--- config.mk ---
export PLATFORM = sky130hd
export DESIGN_NAME = timer_bank
export DESIGN_NICKNAME = d
export VERILOG_FILES = /design/src/rtl/timer_pkg.sv /design/src/rtl/timer_chan.sv /design/src/rtl/timer_bank.sv
export SDC_FILE = /design/constraint.sdc
export NUM_CORES = 1
export LEC_CHECK = 0
export ABC_AREA = 0
export BUFFER_PORTS_ARGS = -buffer_cell sky130_fd_sc_hd__buf_2
export CORE_ASPECT_RATIO = 1.25
export CORE_UTILIZATION = 35
export DETAILED_ROUTE_END_ITERATION = 6
export REMOVE_ABC_BUFFERS = 1
export SKIP_LAST_GASP = 1
export SYNTH_ARGS = -nofsm -noshare
export SYNTH_HDL_FRONTEND = slang
export SYNTH_SLANG_ARGS = --single-unit
--- constraint.sdc ---
create_clock -name clk -period 5.9 [get_ports clk]
set_clock_uncertainty 0.2 [all_clocks]
set_input_delay 1.18 -clock clk [delete_from_list [all_inputs] [get_ports clk]]
set_output_delay 1.18 -clock clk [all_outputs]
set_load 0.03 [all_outputs]
--- src/rtl/timer_pkg.sv ---
// Shared definitions for the timer bank: channel state encoding and mode constants.
// Latency: n/a (definitions only).
// Backpressure: n/a.
package timer_pkg;

  // Channel FSM state encoding
  typedef logic [1:0] state_t;
  localparam logic [1:0] ST_IDLE = 2'd0;
  localparam logic [1:0] ST_RUN  = 2'd1;
  localparam logic [1:0] ST_DONE = 2'd2;

  // Channel mode, sampled with start
  localparam logic ONESHOT  = 1'b0;
  localparam logic PERIODIC = 1'b1;

endpackage

--- src/rtl/timer_chan.sv ---
// One timer channel: IDLE/RUN/DONE FSM counting up to a shadowed terminal count.
// Latency: first expire registers P edges after the start edge; outputs are registered.
// Backpressure: none; start/stop strobes are accepted every cycle (start wins over stop).
//
// Ports:
//   clk, reset_n         clock and asynchronous active-low reset
//   start, stop          (re)start and cancel strobes
//   periodic, period     mode and terminal count, captured only on start
//   running, done        channel in RUN; sticky completion level
//   expire               one-cycle pulse per terminal count
module timer_chan
  import timer_pkg::*;
#(
  parameter int CW = 32
) (
  input  logic          clk,
  input  logic          reset_n,
  input  logic          start,
  input  logic          stop,
  input  logic          periodic,
  input  logic [CW-1:0] period,
  output logic          running,
  output logic          done,
  output logic          expire
);

  state_t        state_q, state_d;
  logic [CW-1:0] count_q, count_d;
  logic [CW-1:0] shadow_period_q, shadow_period_d;
  logic          shadow_mode_q, shadow_mode_d;
  logic          done_q, done_d;
  logic          expire_q, expire_d;

  logic [CW-1:0] last_count;
  logic          term_hit;

  // A period of 0 behaves as 1, so the terminal value is 0 in both cases.
  // Comparing before incrementing keeps count below 2^CW-1 even for the
  // largest legal period, so it can never wrap.
  assign last_count = (shadow_period_q == '0) ? '0 : (shadow_period_q - CW'(1));
  assign term_hit   = (state_q == ST_RUN) && (count_q == last_count);

  always_comb begin
    state_d         = state_q;
    count_d         = count_q;
    shadow_period_d = shadow_period_q;
    shadow_mode_d   = shadow_mode_q;
    done_d          = done_q;
    expire_d        = 1'b0;

    if (start) begin
      // Start also covers start+stop and retrigger: the aborted interval
      // produces no expire because expire_d stays low here.
      state_d         = ST_RUN;
      count_d         = '0;
      shadow_period_d = period;
      shadow_mode_d   = periodic;
      done_d          = 1'b0;
    end else if (stop) begin
      state_d = ST_IDLE;
      count_d = '0;
      done_d  = 1'b0;
    end else if (state_q == ST_RUN) begin
      if (term_hit) begin
        expire_d = 1'b1;
        done_d   = 1'b1;
        if (shadow_mode_q == PERIODIC) begin
          count_d = '0;
        end else begin
          state_d = ST_DONE; // count stays frozen at the terminal value
        end
      end else begin
        count_d = count_q + CW'(1);
      end
    end
  end

  always_ff @(posedge clk or negedge reset_n) begin
    if (!reset_n) begin
      state_q         <= ST_IDLE;
      count_q         <= '0;
      shadow_period_q <= '0;
      shadow_mode_q   <= ONESHOT;
      done_q          <= 1'b0;
      expire_q        <= 1'b0;
    end else begin
      state_q         <= state_d;
      count_q         <= count_d;
      shadow_period_q <= shadow_period_d;
      shadow_mode_q   <= shadow_mode_d;
      done_q          <= done_d;
      expire_q        <= expire_d;
    end
  end

  assign running = (state_q == ST_RUN);
  assign done    = done_q;
  assign expire  = expire_q;

endmodule

--- src/rtl/timer_bank.sv ---
// Bank of NCH independent timer channels with a combined completion flag.
// Latency: per channel, expire registers P edges after start; any_done follows done combinationally.
// Backpressure: none; every channel accepts strobes every cycle, no shared arbitration.
//
// Ports:
//   clk, reset_n               clock and asynchronous active-low reset
//   start, stop, periodic      per-channel strobes and mode (bit i = channel i)
//   period                     channel i terminal count at [i*CW +: CW]
//   running, done, expire      per-channel registered status
//   any_done                   OR of done
module timer_bank
  import timer_pkg::*;
#(
  parameter int NCH = 4,
  parameter int CW  = 32
) (
  input  logic              clk,
  input  logic              reset_n,
  input  logic [NCH-1:0]    start,
  input  logic [NCH-1:0]    stop,
  input  logic [NCH-1:0]    periodic,
  input  logic [NCH*CW-1:0] period,
  output logic [NCH-1:0]    running,
  output logic [NCH-1:0]    done,
  output logic [NCH-1:0]    expire,
  output logic              any_done
);

  for (genvar i = 0; i < NCH; i++) begin : g_chan
    timer_chan #(
      .CW(CW)
    ) u_chan (
      .clk     (clk),
      .reset_n (reset_n),
      .start   (start[i]),
      .stop    (stop[i]),
      .periodic(periodic[i]),
      .period  (period[i*CW +: CW]),
      .running (running[i]),
      .done    (done[i]),
      .expire  (expire[i])
    );
  end

  assign any_done = |done;

endmodule

==> summary.md <==
| Metric | Value |
|---|---|
| Total die area | around 0.056 mm2 |
| Antenna viol nets, final | 0 |
| Leading cell type in the layout, fill and taps excluded | dfrtp_1 |
| Fraction of registers with async set or reset after synthesis | 1.000 |
| First-pass GRT wire length | 98160 um |
| Largest net degree at the start of global routing | 174 |
| DRC Markers | 0 |
| Clk slew on worst S/H paths | around 60 ps |
| FF-to-FF setup slack | 530 ps |
| Remaining Overflow, GRT | 0 |
| Worst path arrival time | 5650 ps |
| # setup viols final | 0 |
| Post_cts resized | 0 |
| DRT Wirelength | 61410 um |
| Clock share of power | 0.436 |
| Netlist cell types | 95 |
| I/O pins | 155 |
| PD cells | 231.7 mW/mm2 |
| Fin Setup TNS | 0 ps |
| Status | complete, no violations |
| Top-area cell type share of the netlist area | 0.3592 |
| CP Launch Type | flop |
| Setup bufs post-CTS | 0 |
| Critical path endpoint category | flop |
| Initial antenna violation count | 1 |
| EDFF count, synth | 0 |
| Synth area leaders | dfrtp_1 (36%), mux2_2 (7.0%), o21ai_0 (3.7%) |
| Root buf cell | clkbuf_16 |
| Worst setup path startpoint | g_chan[0].u_chan.shadow_period_q[0] |
| CP Class | reg2reg |
| Pleak | 8.359 nW |
| Tightest Pin Transition | 988.0 ps |
| Fillers | around 5500 |
| Net switching power | 1.421 mW |
| Worst-path maximum fanout | 24 |
| Layout Nets | 2461 |
| Synth area leader | dfrtp_1 |
| Hold Path Class | in2async |
| GR Util All Layers | 0.2199 |
| Port bufs | 154 |
| Number of buffers created by CTS | 35 |
| Area delta synth->final | 13.72% |
| Relative slew margins | 0.3414 |
| Critical Path Sink | g_chan[0].u_chan.count_q[29] |
| Sequential Power Share | 0.425 |
| WL per Instance | about 20 um |
| Power share of the combinational group | 0.139 |
| Util after Layout | 0.4051 |
| Mapped cell area | 0.01923 mm2 |
| Clock Tree Buf Depth | 3 |
| Die Height | between 200 and 300 um |
| Cts hold-fix bufs | 0 |
| Vias in the first global route | 17750 |
| Initial core utilization | 0.3563 |
| Initial DRC count | 1178 |
| Chip width | approximately 210 um |
| Max-cap violations | 0 |
| Worst path required time | approximately 6000 ps |
| Most frequent cells in the layout | dfrtp_1 (276), nand2_1 (160), buf_2 (153), nor2_1 (151), o21ai_0 (142) |
| Peak supply drop | 0.2249 mV |
| Worst R2R Start | g_chan[0].u_chan.shadow_period_q[0] |
| Worst skew pair latency | between 500 and 600 ps |
| RSZ-0062 raised after global routing | false |
| Max frequency | about 190 MHz |
| Num Clock Sinks | 276 |
| Row cnt | 95 |
| DP HPWL | approximately 47000 um |
| Int Power | 3.644 mW |
| Ant. Diodes | 0 |
| Clock period minus worst slack | 5372 ps |
| Core region area | 0.05396 mm2 |
| YS warnings | 0 |
| Post-synthesis sequential area ratio | 0.3592 |
| Pwr Total | roughly 5.1 mW |
| Hold Vio Cnt, Final | 0 |
| Top FF cell, synth | dfrtp_1 |
| Via count | about 18000 |
| FF-to-FF path depth | 14 |
| Cells after Synth | roughly 2200 |
| Drt pass-1 iters | 5 |
| R2r endpoint | g_chan[0].u_chan.count_q[29] |
| Share of post-route cells with drive strength above 1 | 0.1804 |
| Final period utilization | 0.9105 |
| Via-to-Cell Ratio | between 5 and 6 |
| H-tree depth | 2 |
| Fin. max-slew vios | 0 |
| CTS tree | done |
| Flops & latches, synth | 276 |
| Switch share | 0.2805 |
| Placer congestion estimate | 0.9452 |
| Average size of a mapped cell | between 8 and 9 um2 |
worst max-delay path, cell delays in order (launching register included):
cell	delay, ps
dfrtp_1	430
inv_1	100
ha_1	220
or4b_1	510
or4_1	780
or3_1	520
or2_0	350
a211oi_1	310
o21ai_0	140
nor4bb_1	390
nand4b_1	410
a21oi_2	360
buf_4	290
o21ai_0	130
a21oi_1	150
cells in the mapped netlist, types with 25 or more instances:
cell type and count:
nand3_1 104, mux2_2 119, or3_1 85, clkbuf_1 85, nor4_1 68, a21oi_1 114, o31ai_1 30, nand2_1 160
o21ai_0 142, dfrtp_1 276, xnor2_1 77, nor3_1 77, or4_1 46, xor2_1 43, nand2b_1 25, nand4_1 58
inv_1 62, and3_1 47, nor2_1 151
how the worst min path moves through the flow:
| stage | endpoint | from | slack [ps] |
|---|---|---|---|
| 2_1_floorplan | g_chan[1].u_chan.state_q[1] | g_chan[1].u_chan.state_q[1] | 260 |
| 3_3_place_gp | g_chan[1].u_chan.state_q[1] | g_chan[1].u_chan.state_q[1] | 270 |
| 3_5_place_dp | g_chan[1].u_chan.state_q[1] | g_chan[1].u_chan.state_q[1] | 290 |
| 4_1_cts | g_chan[3].u_chan.shadow_period_q[2] | reset_n | 200 |
| 5_1_grt | g_chan[3].u_chan.shadow_period_q[2] | reset_n | 210 |
| 6_report | g_chan[3].u_chan.shadow_period_q[2] | reset_n | 220 |
layout make-up:
cell class                 instances  area (um2)  area share
multi-input combinational       1739       11500      0.5258
sequential                       276        6907      0.3159
timing repair buffer             196        1134     0.05185
clock buffer                      55        1124     0.05139
tap                              727       909.6     0.04160
inverter                          63       236.5     0.01082
clock inverter                     5       57.56    0.002632
power groups by stage:
stage / registers [mW] / logic, mW / clock network [mW]
floorplan: 2.13 / 0.446 / 0
global placement: 2.18 / 0.695 / 0
detailed placement: 2.18 / 0.703 / 0
CTS: 2.15 / 0.707 / 2.27
global route: 2.17 / 0.774 / 2.34
finish: 2.15 / 0.705 / 2.21
cells by family after synthesis:
logic type,synth area share
XOR/XNOR,0.06306
flip-flops,0.3592
buffers and inverters,0.04341
AO/OA/AOI/OAI,0.1796
adder cells (fa/ha/maj),0.005207
multiplexers,0.07595
AND/OR/NAND/NOR,0.2735
registers in the layout, indices dropped and copies added, names as in the netlist:
name	flops
g_chan.u_chan.count_q	128
g_chan.u_chan.done	4
g_chan.u_chan.expire	4
g_chan.u_chan.shadow_mode_q	4
g_chan.u_chan.shadow_period_q	128
g_chan.u_chan.state_q	8
routing by layer:
metal  GRT usage  up-vias  part of all wire
li1            -     8542                 -
met1      0.2708     8821              0.42
met2      0.3812      558              0.50
met3     0.02699      133             0.046
met4     0.09871        2             0.038
met5           0        -           0.00016
stage by stage:
| stage | worst slack [ps] | instances | area, um2 | hold WS (ps) |
|---|---|---|---|---|
| 2_1_floorplan | 940.8 | 2078 | 18630 | 255.6 |
| 3_5_place_dp | 563.7 | 3001 | 20680 | 290.7 |
| 6_report | 528.2 | 3061 | 21860 | 216.9 |
| 3_3_place_gp | 741.1 | 3001 | 20680 | 271.1 |
| 5_1_grt | 147.4 | 3061 | 21860 | 209.7 |
| 4_1_cts | 533.5 | 3061 | 21860 | 196.9 |
Note: power is estimated with default switching activity, not from simulation.
